<file path="src/rtl/ahb_apb_pkg.sv">
// Shared definitions for the AHB-Lite to APB4 bridge: bus encodings,
// the bridge state type and the write byte-strobe helper.
package ahb_apb_pkg;

   localparam logic [1:0] HTRANS_IDLE   = 2'b00;
   localparam logic [1:0] HTRANS_BUSY   = 2'b01;
   localparam logic [1:0] HTRANS_NONSEQ = 2'b10;
   localparam logic [1:0] HTRANS_SEQ    = 2'b11;

   localparam logic [1:0] HRESP_OKAY    = 2'b00;
   localparam logic [1:0] HRESP_ERROR   = 2'b01;

   typedef enum logic [2:0] {
      ST_IDLE   = 3'd0,
      ST_WDATA  = 3'd1,
      ST_SETUP  = 3'd2,
      ST_ACCESS = 3'd3,
      ST_ERR1   = 3'd4,
      ST_ERR2   = 3'd5
   } bridge_state_t;

   // Byte lanes covered by a transfer of 2**size bytes at the given low
   // address bits, aligned to the transfer size. Computed for an 8-lane bus;
   // narrower buses keep the low lanes and pass a zero in addr_lsbs[2].
   function automatic logic [7:0] calc_pstrb(input logic [2:0] size,
                                             input logic [2:0] addr_lsbs);
      logic [7:0] base;
      logic [2:0] offs;
      case (size)
         3'd0: begin
            base = 8'h01;
            offs = addr_lsbs;
         end
         3'd1: begin
            base = 8'h03;
            offs = {addr_lsbs[2:1], 1'b0};
         end
         3'd2: begin
            base = 8'h0F;
            offs = {addr_lsbs[2], 2'b00};
         end
         default: begin
            base = 8'hFF;
            offs = 3'd0;
         end
      endcase
      return base << offs;
   endfunction

endpackage

</file>
<file path="src/rtl/apb_resp_mux.sv">
// Combinational return-path selector: picks PRDATA/PREADY/PSLVERR of the
// addressed APB slave. Indices with no slave behind them return all zeros.
module apb_resp_mux #(
   parameter int NUM_SLAVES = 4,
   parameter int DATA_WIDTH = 32,
   parameter int IDX_W      = 2
) (
   input  logic [IDX_W-1:0]               sel_idx,
   input  logic [NUM_SLAVES*DATA_WIDTH-1:0] prdata,
   input  logic [NUM_SLAVES-1:0]          pready,
   input  logic [NUM_SLAVES-1:0]          pslverr,
   output logic [DATA_WIDTH-1:0]          rdata,
   output logic                           ready,
   output logic                           slverr
);

   logic [NUM_SLAVES-1:0] hit_s;

   // Decode the slave index into a one-hot hit vector.
   always_comb begin
      hit_s = '0;
      for (int i = 0; i < NUM_SLAVES; i++) begin
         hit_s[i] = (sel_idx == IDX_W'(i));
      end
   end

   // AND-OR merge of the hit slave's response; other slaves are masked out.
   always_comb begin
      rdata  = '0;
      ready  = 1'b0;
      slverr = 1'b0;
      for (int i = 0; i < NUM_SLAVES; i++) begin
         rdata  = rdata  | ({DATA_WIDTH{hit_s[i]}} & prdata[i*DATA_WIDTH +: DATA_WIDTH]);
         ready  = ready  | (hit_s[i] & pready[i]);
         slverr = slverr | (hit_s[i] & pslverr[i]);
      end
   end

endmodule

</file>
<file path="src/rtl/ahb_to_apb4_bridge.sv">
// AHB-Lite slave to APB4 master bridge. One transfer in flight; reads go
// straight to SETUP, writes take one extra cycle to capture HWDATA. Slave
// index comes from HADDR[SLV_SEL_LSB +: idx_w]; unmapped indices and PSLVERR
// produce the two-cycle AHB ERROR response.
// Optional build macro APB_TIMEOUT_EN adds an ACCESS-phase watchdog that
// aborts with ERROR after TIMEOUT_CYCLES cycles of PREADY low.
module ahb_to_apb4_bridge
   import ahb_apb_pkg::*;
#(
   parameter int ADDR_WIDTH     = 32,
   parameter int DATA_WIDTH     = 32,
   parameter int NUM_SLAVES     = 4,
   parameter int SLV_SEL_LSB    = 12,
   parameter int TIMEOUT_CYCLES = 256
) (
   input  logic                           HCLK,
   input  logic                           HRESETn,
   input  logic                           HSEL,
   input  logic [ADDR_WIDTH-1:0]          HADDR,
   input  logic [1:0]                     HTRANS,
   input  logic                           HWRITE,
   input  logic [2:0]                     HSIZE,
   input  logic [3:0]                     HPROT,
   input  logic                           HREADY_IN,
   input  logic [DATA_WIDTH-1:0]          HWDATA,
   output logic [DATA_WIDTH-1:0]          HRDATA,
   output logic [1:0]                     HRESP,
   output logic                           HREADY_OUT,
   output logic [NUM_SLAVES-1:0]          PSEL,
   output logic                           PENABLE,
   output logic [ADDR_WIDTH-1:0]          PADDR,
   output logic                           PWRITE,
   output logic [DATA_WIDTH-1:0]          PWDATA,
   output logic [DATA_WIDTH/8-1:0]        PSTRB,
   output logic [2:0]                     PPROT,
   input  logic [NUM_SLAVES*DATA_WIDTH-1:0] PRDATA,
   input  logic [NUM_SLAVES-1:0]          PREADY,
   input  logic [NUM_SLAVES-1:0]          PSLVERR
);

   localparam int STRB_W = DATA_WIDTH / 8;
   localparam int IDX_W  = (NUM_SLAVES > 1) ? $clog2(NUM_SLAVES) : 1;
   // One extra bit so the slave count itself is representable.
   localparam logic [IDX_W:0]          SLV_LIMIT = (IDX_W + 1)'(NUM_SLAVES);
   localparam logic [NUM_SLAVES-1:0]   PSEL_BASE = NUM_SLAVES'(1);

   bridge_state_t           state_r;
   logic [IDX_W-1:0]        idx_r;
   logic [NUM_SLAVES-1:0]   psel_r;
   logic                    penable_r;
   logic [ADDR_WIDTH-1:0]   paddr_r;
   logic                    pwrite_r;
   logic [DATA_WIDTH-1:0]   pwdata_r;
   logic [STRB_W-1:0]       pstrb_r;
   logic [2:0]              pprot_r;

   logic                    active_s;
   logic                    accept_s;
   logic [IDX_W-1:0]        haddr_idx_s;
   logic                    unmapped_s;
   logic [2:0]              lsbs_s;
   logic [7:0]              strb_full_s;
   logic [STRB_W-1:0]       strb_s;
   logic                    hready_s;
   logic [1:0]              hresp_s;
   logic [DATA_WIDTH-1:0]   hrdata_s;
   logic                    complete_ok_s;
   logic [DATA_WIDTH-1:0]   sel_rdata_s;
   logic                    sel_ready_s;
   logic                    sel_err_s;
   logic                    tmo_hit_s;
   logic                    unused_prot_s;

   assign unused_prot_s = ^HPROT[3:2];

   apb_resp_mux #(
      .NUM_SLAVES (NUM_SLAVES),
      .DATA_WIDTH (DATA_WIDTH),
      .IDX_W      (IDX_W)
   ) u_resp_mux (
      .sel_idx (idx_r),
      .prdata  (PRDATA),
      .pready  (PREADY),
      .pslverr (PSLVERR),
      .rdata   (sel_rdata_s),
      .ready   (sel_ready_s),
      .slverr  (sel_err_s)
   );

   // Only NONSEQ/SEQ request work; IDLE and BUSY get a zero-wait OKAY.
   always_comb begin
      case (HTRANS)
         HTRANS_NONSEQ, HTRANS_SEQ:  active_s = 1'b1;
         HTRANS_IDLE,   HTRANS_BUSY: active_s = 1'b0;
         default:                    active_s = 1'b0;
      endcase
   end

   // Address-phase decode: slave index, unmapped check, write strobes.
   always_comb begin
      haddr_idx_s = HADDR[SLV_SEL_LSB +: IDX_W];
      unmapped_s  = ({1'b0, haddr_idx_s} >= SLV_LIMIT);
      if (DATA_WIDTH == 64) begin
         lsbs_s = HADDR[2:0];
      end else begin
         lsbs_s = {1'b0, HADDR[1:0]};
      end
      strb_full_s = calc_pstrb(HSIZE, lsbs_s);
      strb_s      = strb_full_s[STRB_W-1:0];
   end

   // AHB data-phase response, driven from the state and the selected slave.
   always_comb begin
      hready_s      = 1'b1;
      hresp_s       = HRESP_OKAY;
      hrdata_s      = '0;
      complete_ok_s = 1'b0;
      case (state_r)
         ST_IDLE: begin
            hready_s = 1'b1;
         end
         ST_WDATA, ST_SETUP: begin
            hready_s = 1'b0;
         end
         ST_ACCESS: begin
            complete_ok_s = sel_ready_s & ~sel_err_s;
            hready_s      = complete_ok_s;
            if (complete_ok_s && !pwrite_r) begin
               hrdata_s = sel_rdata_s;
            end else begin
               hrdata_s = '0;
            end
         end
         ST_ERR1: begin
            hready_s = 1'b0;
            hresp_s  = HRESP_ERROR;
         end
         ST_ERR2: begin
            hready_s = 1'b1;
            hresp_s  = HRESP_ERROR;
         end
         default: begin
            hready_s = 1'b1;
         end
      endcase
   end

   // A new transfer is taken only while this bridge is itself ready.
   assign accept_s = HSEL & active_s & HREADY_IN & hready_s;

`ifdef APB_TIMEOUT_EN
   localparam int CNT_W = ($clog2(TIMEOUT_CYCLES + 1) > 9) ? $clog2(TIMEOUT_CYCLES + 1) : 9;
   localparam logic [CNT_W-1:0] CNT_LAST = CNT_W'(TIMEOUT_CYCLES - 1);

   logic [CNT_W-1:0] tmo_cnt_r;

   // A late PREADY wins over the timeout because sel_ready_s gates the hit.
   assign tmo_hit_s = (state_r == ST_ACCESS) & ~sel_ready_s & (tmo_cnt_r == CNT_LAST);

   // Count ACCESS cycles spent waiting; restart on every SETUP.
   always_ff @(posedge HCLK or negedge HRESETn) begin
      if (!HRESETn) begin
         tmo_cnt_r <= '0;
      end else if (state_r == ST_SETUP) begin
         tmo_cnt_r <= '0;
      end else if ((state_r == ST_ACCESS) && !sel_ready_s) begin
         tmo_cnt_r <= tmo_cnt_r + CNT_W'(1);
      end else begin
         tmo_cnt_r <= tmo_cnt_r;
      end
   end
`else
   logic unused_tmo_s;

   assign tmo_hit_s    = 1'b0;
   assign unused_tmo_s = TIMEOUT_CYCLES[0];
`endif

   // Bridge FSM together with all registered APB outputs.
   always_ff @(posedge HCLK or negedge HRESETn) begin
      if (!HRESETn) begin
         state_r   <= ST_IDLE;
         idx_r     <= '0;
         psel_r    <= '0;
         penable_r <= 1'b0;
         paddr_r   <= '0;
         pwrite_r  <= 1'b0;
         pwdata_r  <= '0;
         pstrb_r   <= '0;
         pprot_r   <= 3'b000;
      end else if (accept_s) begin
         // Accept is only possible in IDLE, completing ACCESS or ERR2.
         paddr_r   <= HADDR;
         pwrite_r  <= HWRITE;
         pstrb_r   <= HWRITE ? strb_s : '0;
         pprot_r   <= {~HPROT[0], 1'b1, HPROT[1]};
         idx_r     <= haddr_idx_s;
         penable_r <= 1'b0;
         if (unmapped_s) begin
            state_r <= ST_ERR1;
            psel_r  <= '0;
         end else if (HWRITE) begin
            state_r <= ST_WDATA;
            psel_r  <= '0;
         end else begin
            state_r <= ST_SETUP;
            psel_r  <= PSEL_BASE << haddr_idx_s;
         end
      end else begin
         case (state_r)
            ST_IDLE: begin
               psel_r    <= '0;
               penable_r <= 1'b0;
            end
            ST_WDATA: begin
               pwdata_r <= HWDATA;
               psel_r   <= PSEL_BASE << idx_r;
               state_r  <= ST_SETUP;
            end
            ST_SETUP: begin
               penable_r <= 1'b1;
               state_r   <= ST_ACCESS;
            end
            ST_ACCESS: begin
               if (sel_ready_s) begin
                  psel_r    <= '0;
                  penable_r <= 1'b0;
                  state_r   <= sel_err_s ? ST_ERR1 : ST_IDLE;
               end else if (tmo_hit_s) begin
                  psel_r    <= '0;
                  penable_r <= 1'b0;
                  state_r   <= ST_ERR1;
               end else begin
                  state_r <= ST_ACCESS;
               end
            end
            ST_ERR1: begin
               psel_r    <= '0;
               penable_r <= 1'b0;
               state_r   <= ST_ERR2;
            end
            ST_ERR2: begin
               state_r <= ST_IDLE;
            end
            default: begin
               psel_r    <= '0;
               penable_r <= 1'b0;
               state_r   <= ST_IDLE;
            end
         endcase
      end
   end

   assign HREADY_OUT = hready_s;
   assign HRESP      = hresp_s;
   assign HRDATA     = hrdata_s;
   assign PSEL       = psel_r;
   assign PENABLE    = penable_r;
   assign PADDR      = paddr_r;
   assign PWRITE     = pwrite_r;
   assign PWDATA     = pwdata_r;
   assign PSTRB      = pstrb_r;
   assign PPROT      = pprot_r;

endmodule

</file>
<file path="config.mk">
export PLATFORM = sky130hd
export DESIGN_NAME = ahb_to_apb4_bridge
export DESIGN_NICKNAME = d
export VERILOG_FILES = /design/src/rtl/ahb_apb_pkg.sv /design/src/rtl/apb_resp_mux.sv /design/src/rtl/ahb_to_apb4_bridge.sv
export SDC_FILE = /design/constraint.sdc
export NUM_CORES = 1
export LEC_CHECK = 0
export BUFFER_PORTS_ARGS = -buffer_cell sky130_fd_sc_hd__buf_2
export CORE_MARGIN = 10
export CORE_UTILIZATION = 35
export DETAILED_ROUTE_END_ITERATION = 12
export GPL_TIMING_DRIVEN = 0
export PLACE_DENSITY = 0.71
export RECOVER_POWER = 25
export SLEW_MARGIN = 20
export SYNTH_ARGS = -nofsm -noshare
export SYNTH_HDL_FRONTEND = slang
export SYNTH_SLANG_ARGS = --single-unit
</file>
<file path="constraint.sdc">
create_clock -name HCLK -period 2.8 [get_ports HCLK]
set_input_delay 0.56 -clock HCLK [delete_from_list [all_inputs] [get_ports HCLK]]
set_output_delay 0.56 -clock HCLK [all_outputs]
set_load 0.02 [all_outputs]
</file>
==> impl_results.md <==
- CTS buffer count: 9
- Largest net degree at the start of global routing: 53
- Pre-antenna DRT Iters: 4
- CTS tree: yes
- Post-CTS Hold Fix Bufs: 0
- Flop-to-flop setup slack: around 0.55 ns
- CP endpoint kind: output pin
- Share of cells above drive strength 1: 68.72%
- Failing checks: capacitance limit, slew limit
- Clock sink count: 80
- Crit path top cell by count: buf_6
- R2r worst-path depth: 9
- Synthesis-to-finish area growth: 52.61%
- Clk buf depth: 2
- Final Cell Area: approximately 0.0067 mm²
- Final HPWL DP: about 15 mm
- Clock Pin Slew Worst Setup and Hold Paths: ~0.060 ns
- Post-DP Area: a little over 0.006 mm²
- Number of library cell types mapped by synthesis: 38
- Slowest-stage cell, CP: or3_4
- Post-synth top area cell: dfrtp_1
- Cell area after synthesis: 0.004383 mm²
- Sequential area share after synthesis: a little under half
- H-tree Lvls: 3
- Pwr dens: 1066 mW/mm²
- Worst-Margin Slew: roughly 1.7 ns
- Hold crit path type: input port to flip-flop
- Crit path time final: 2.763 ns
- Max-slew violations: 29
- Routability cong.: between 0.9 and 1
- EDFF count, synth: 0
- Antenna-violating nets left: 0
- Syn. warnings: 0
- CP Max Fanout: 10
- Top post-synthesis cells by area: dfrtp_1, mux4_2, mux2_2, nor2b_1, mux2_1
- Async SR Flop Fraction: 100.0%
- Status: finished with violations
- Hold Vio Cnt, Final: 0
- Post-synth net total: 540
- Hold Crit Endpoint: PPROT[2]
- FF/Latch Area: approximately 0.002 mm²
- Capture point of the worst reg-to-reg path: state_r[1]
- VDD IR-drop max: approximately 630 µV
- Final wirelength: 17.64 mm
- Max-cap violations: 1
- Static Leakage: approximately 3.3 nW
- Clk_skew: roughly 0.0064 ns
- IO Count: roughly 330
- Die Width: approximately 130 µm
- Fmax: 361.9 MHz
- Max transition margin: -14.56%
- RSZ-0062 raised after global routing: yes
- Wirelength per Cell: 20.98 µm
- Most common cell in the synthesized netlist: dfrtp_1
- # fillers: 1114
- Die height: approximately 130 µm
- Arrival time worst endpoint: around 2.2 ns
- Vias in the first global route: around 4.8k
- Initial drt markers: about 130
- Placeable Area: 0.01216 mm²
- Post-synth top area share: between 40% and 50%
- Yosys reg bits: 80
- Overall global routing resource usage: about a fifth
- Routed vias: approximately 4.1k
- Post-route setup slack: around 0.037 ns
- CP cell instances: buf_6, mux2i_1, o22ai_2, nand2_1, or3_4, buf_6, nor2b_1, buf_4
- Clk_lat worst skew: 0.32 ns
- Multi-input gate area in the final layout: 0.002227 mm²
- Fin nets: around 880
- Worst Hold Launch: HPROT[0]
- Mapped Cells: 326
- Worst hold stages: 2
- CP Class: flip-flop to output pin
- Main synth FF type: dfrtp_1
- Reg-to-Reg Start: PADDR[13]
- Tcrit/Tclk final: 98.68%
- Syn avg cell area: ~13 µm²
- Worst setup SP type: flip-flop
- Die area: 0.01740 mm²
- Post-route DRC: 0
- Gr ovfl total: 0
- Antenna violations before repair: 7
- Vias per cell: between 4 and 5
- Top post-synthesis cells by count: dfrtp_1, mux2_2, nor2b_1, mux4_2, mux2_1
- Worst slack, placed: between 0.1 and 0.15 ns
- Worst path max stage delay: around 0.45 ns
- Worst path required time: roughly 2.2 ns
- Final setup vio count: 0
- Placement Rows: 40
- I/O Buffers: 320
- Clk root buf: clkbuf_16
- First-pass GRT wire length: between 20 and 30 mm
- Initial Util: around 36%
[cell families after synthesis]
family          Yosys count  synth area share (%)
buf+inv                  34                 4.253
compound gates           29                 4.368
other cells               1               0.08556
flops                    80                 45.68
mux                     111                 36.48
xor+xnor                  1                0.1999
simple gates             70                 8.935
[power breakdown]
group	internal (mW)	leakage, nW	switching (mW)
clock network	0.727	0.144	0.424
logic	1.82	2.24	2.12
registers	1.74	0.960	0.306
total	4.28	3.35	2.85
[final cells by class]
cell class / instances / area share, %
antenna: 8 / 0.2993
buffer: 25 / 2.731
clock buffer: 11 / 3.779
clock inverter: 3 / 0.6360
inverter: 9 / 0.5051
multi-input combinational: 212 / 33.30
sequential: 80 / 29.93
tap: 168 / 3.143
timing repair buffer: 325 / 25.68
[timing repair]
item | 4_1_cts | 5_1_grt
gates resized for setup | 4 | 48
endpoints found under the setup margin | 30 | 30
pin swaps | 1 | 1
setup buffers | 1 | 3
[placed cells by master, fill, tap and decap left out, types with 11 or more instances in the layout]
master / synthesis / routed
mux2_1: 18 / 18
buf_4: 2 / 30
nor2b_2: 0 / 11
nor2b_1: 37 / 26
mux2_2: 48 / 48
mux4_2: 32 / 32
dfrtp_1: 80 / 80
nor2_1: 11 / 11
mux2i_1: 12 / 12
buf_2: 11 / 303
[per-stage QoR]
stage                     power [mW]  utilization, %  std cells  setup TNS [ns]  hold slack [ns]
after global routing           7.585           54.98        840         -0.2015           0.3956
after CTS                      7.134           53.74        830               0           0.1675
after detailed placement       5.933           51.18        815               0           0.4669
final                          7.133           55.00        841               0           0.4103
after floorplan                4.628               -        326               0           0.2644
after global placement         5.813           50.94        814               0           0.4525
[registers in the layout (all words and copies together) (netlist names)]
register and cells:
PADDR 31, PENABLE 1, PPROT 3, PSEL 4, PSTRB 4, PWDATA 32, PWRITE 1, idx_r 1
state_r 3
[critical path, delay by kind of cell, from the launching register on]
kind / cells / cell delay [ns]
AO/OA/AOI/OAI: 1 / 0.18
buffers and inverters: 3 / 0.48
flip-flops: 1 / 0.38
multiplexers: 1 / 0.16
AND/OR/NAND/NOR: 3 / 0.68
[routing by layer]
layer	part of all wire [%]	up-vias	GRT usage, %
met3	9.5	19	7.241
met2	55	212	36.45
met5	0	-	0
met1	33	2012	18.41
li1	-	1864	-
met4	1.6	0	7.478
[worst max path at each step]
| stage | startpoint | end | depth (start not counted) |
|---|---|---|---|
| 6_report | PADDR[13] | HRDATA[2] | 8 |
| 3_5_place_dp | PREADY[3] | HRDATA[30] | 8 |
| 4_1_cts | PADDR[13] | HRDATA[30] | 8 |
| 2_1_floorplan | PADDR[13] | HRDATA[10] | 7 |
| 3_3_place_gp | PREADY[3] | HRDATA[26] | 8 |
| 5_1_grt | PADDR[13] | HRDATA[17] | 8 |
Note: power is estimated with default switching activity, not from simulation.
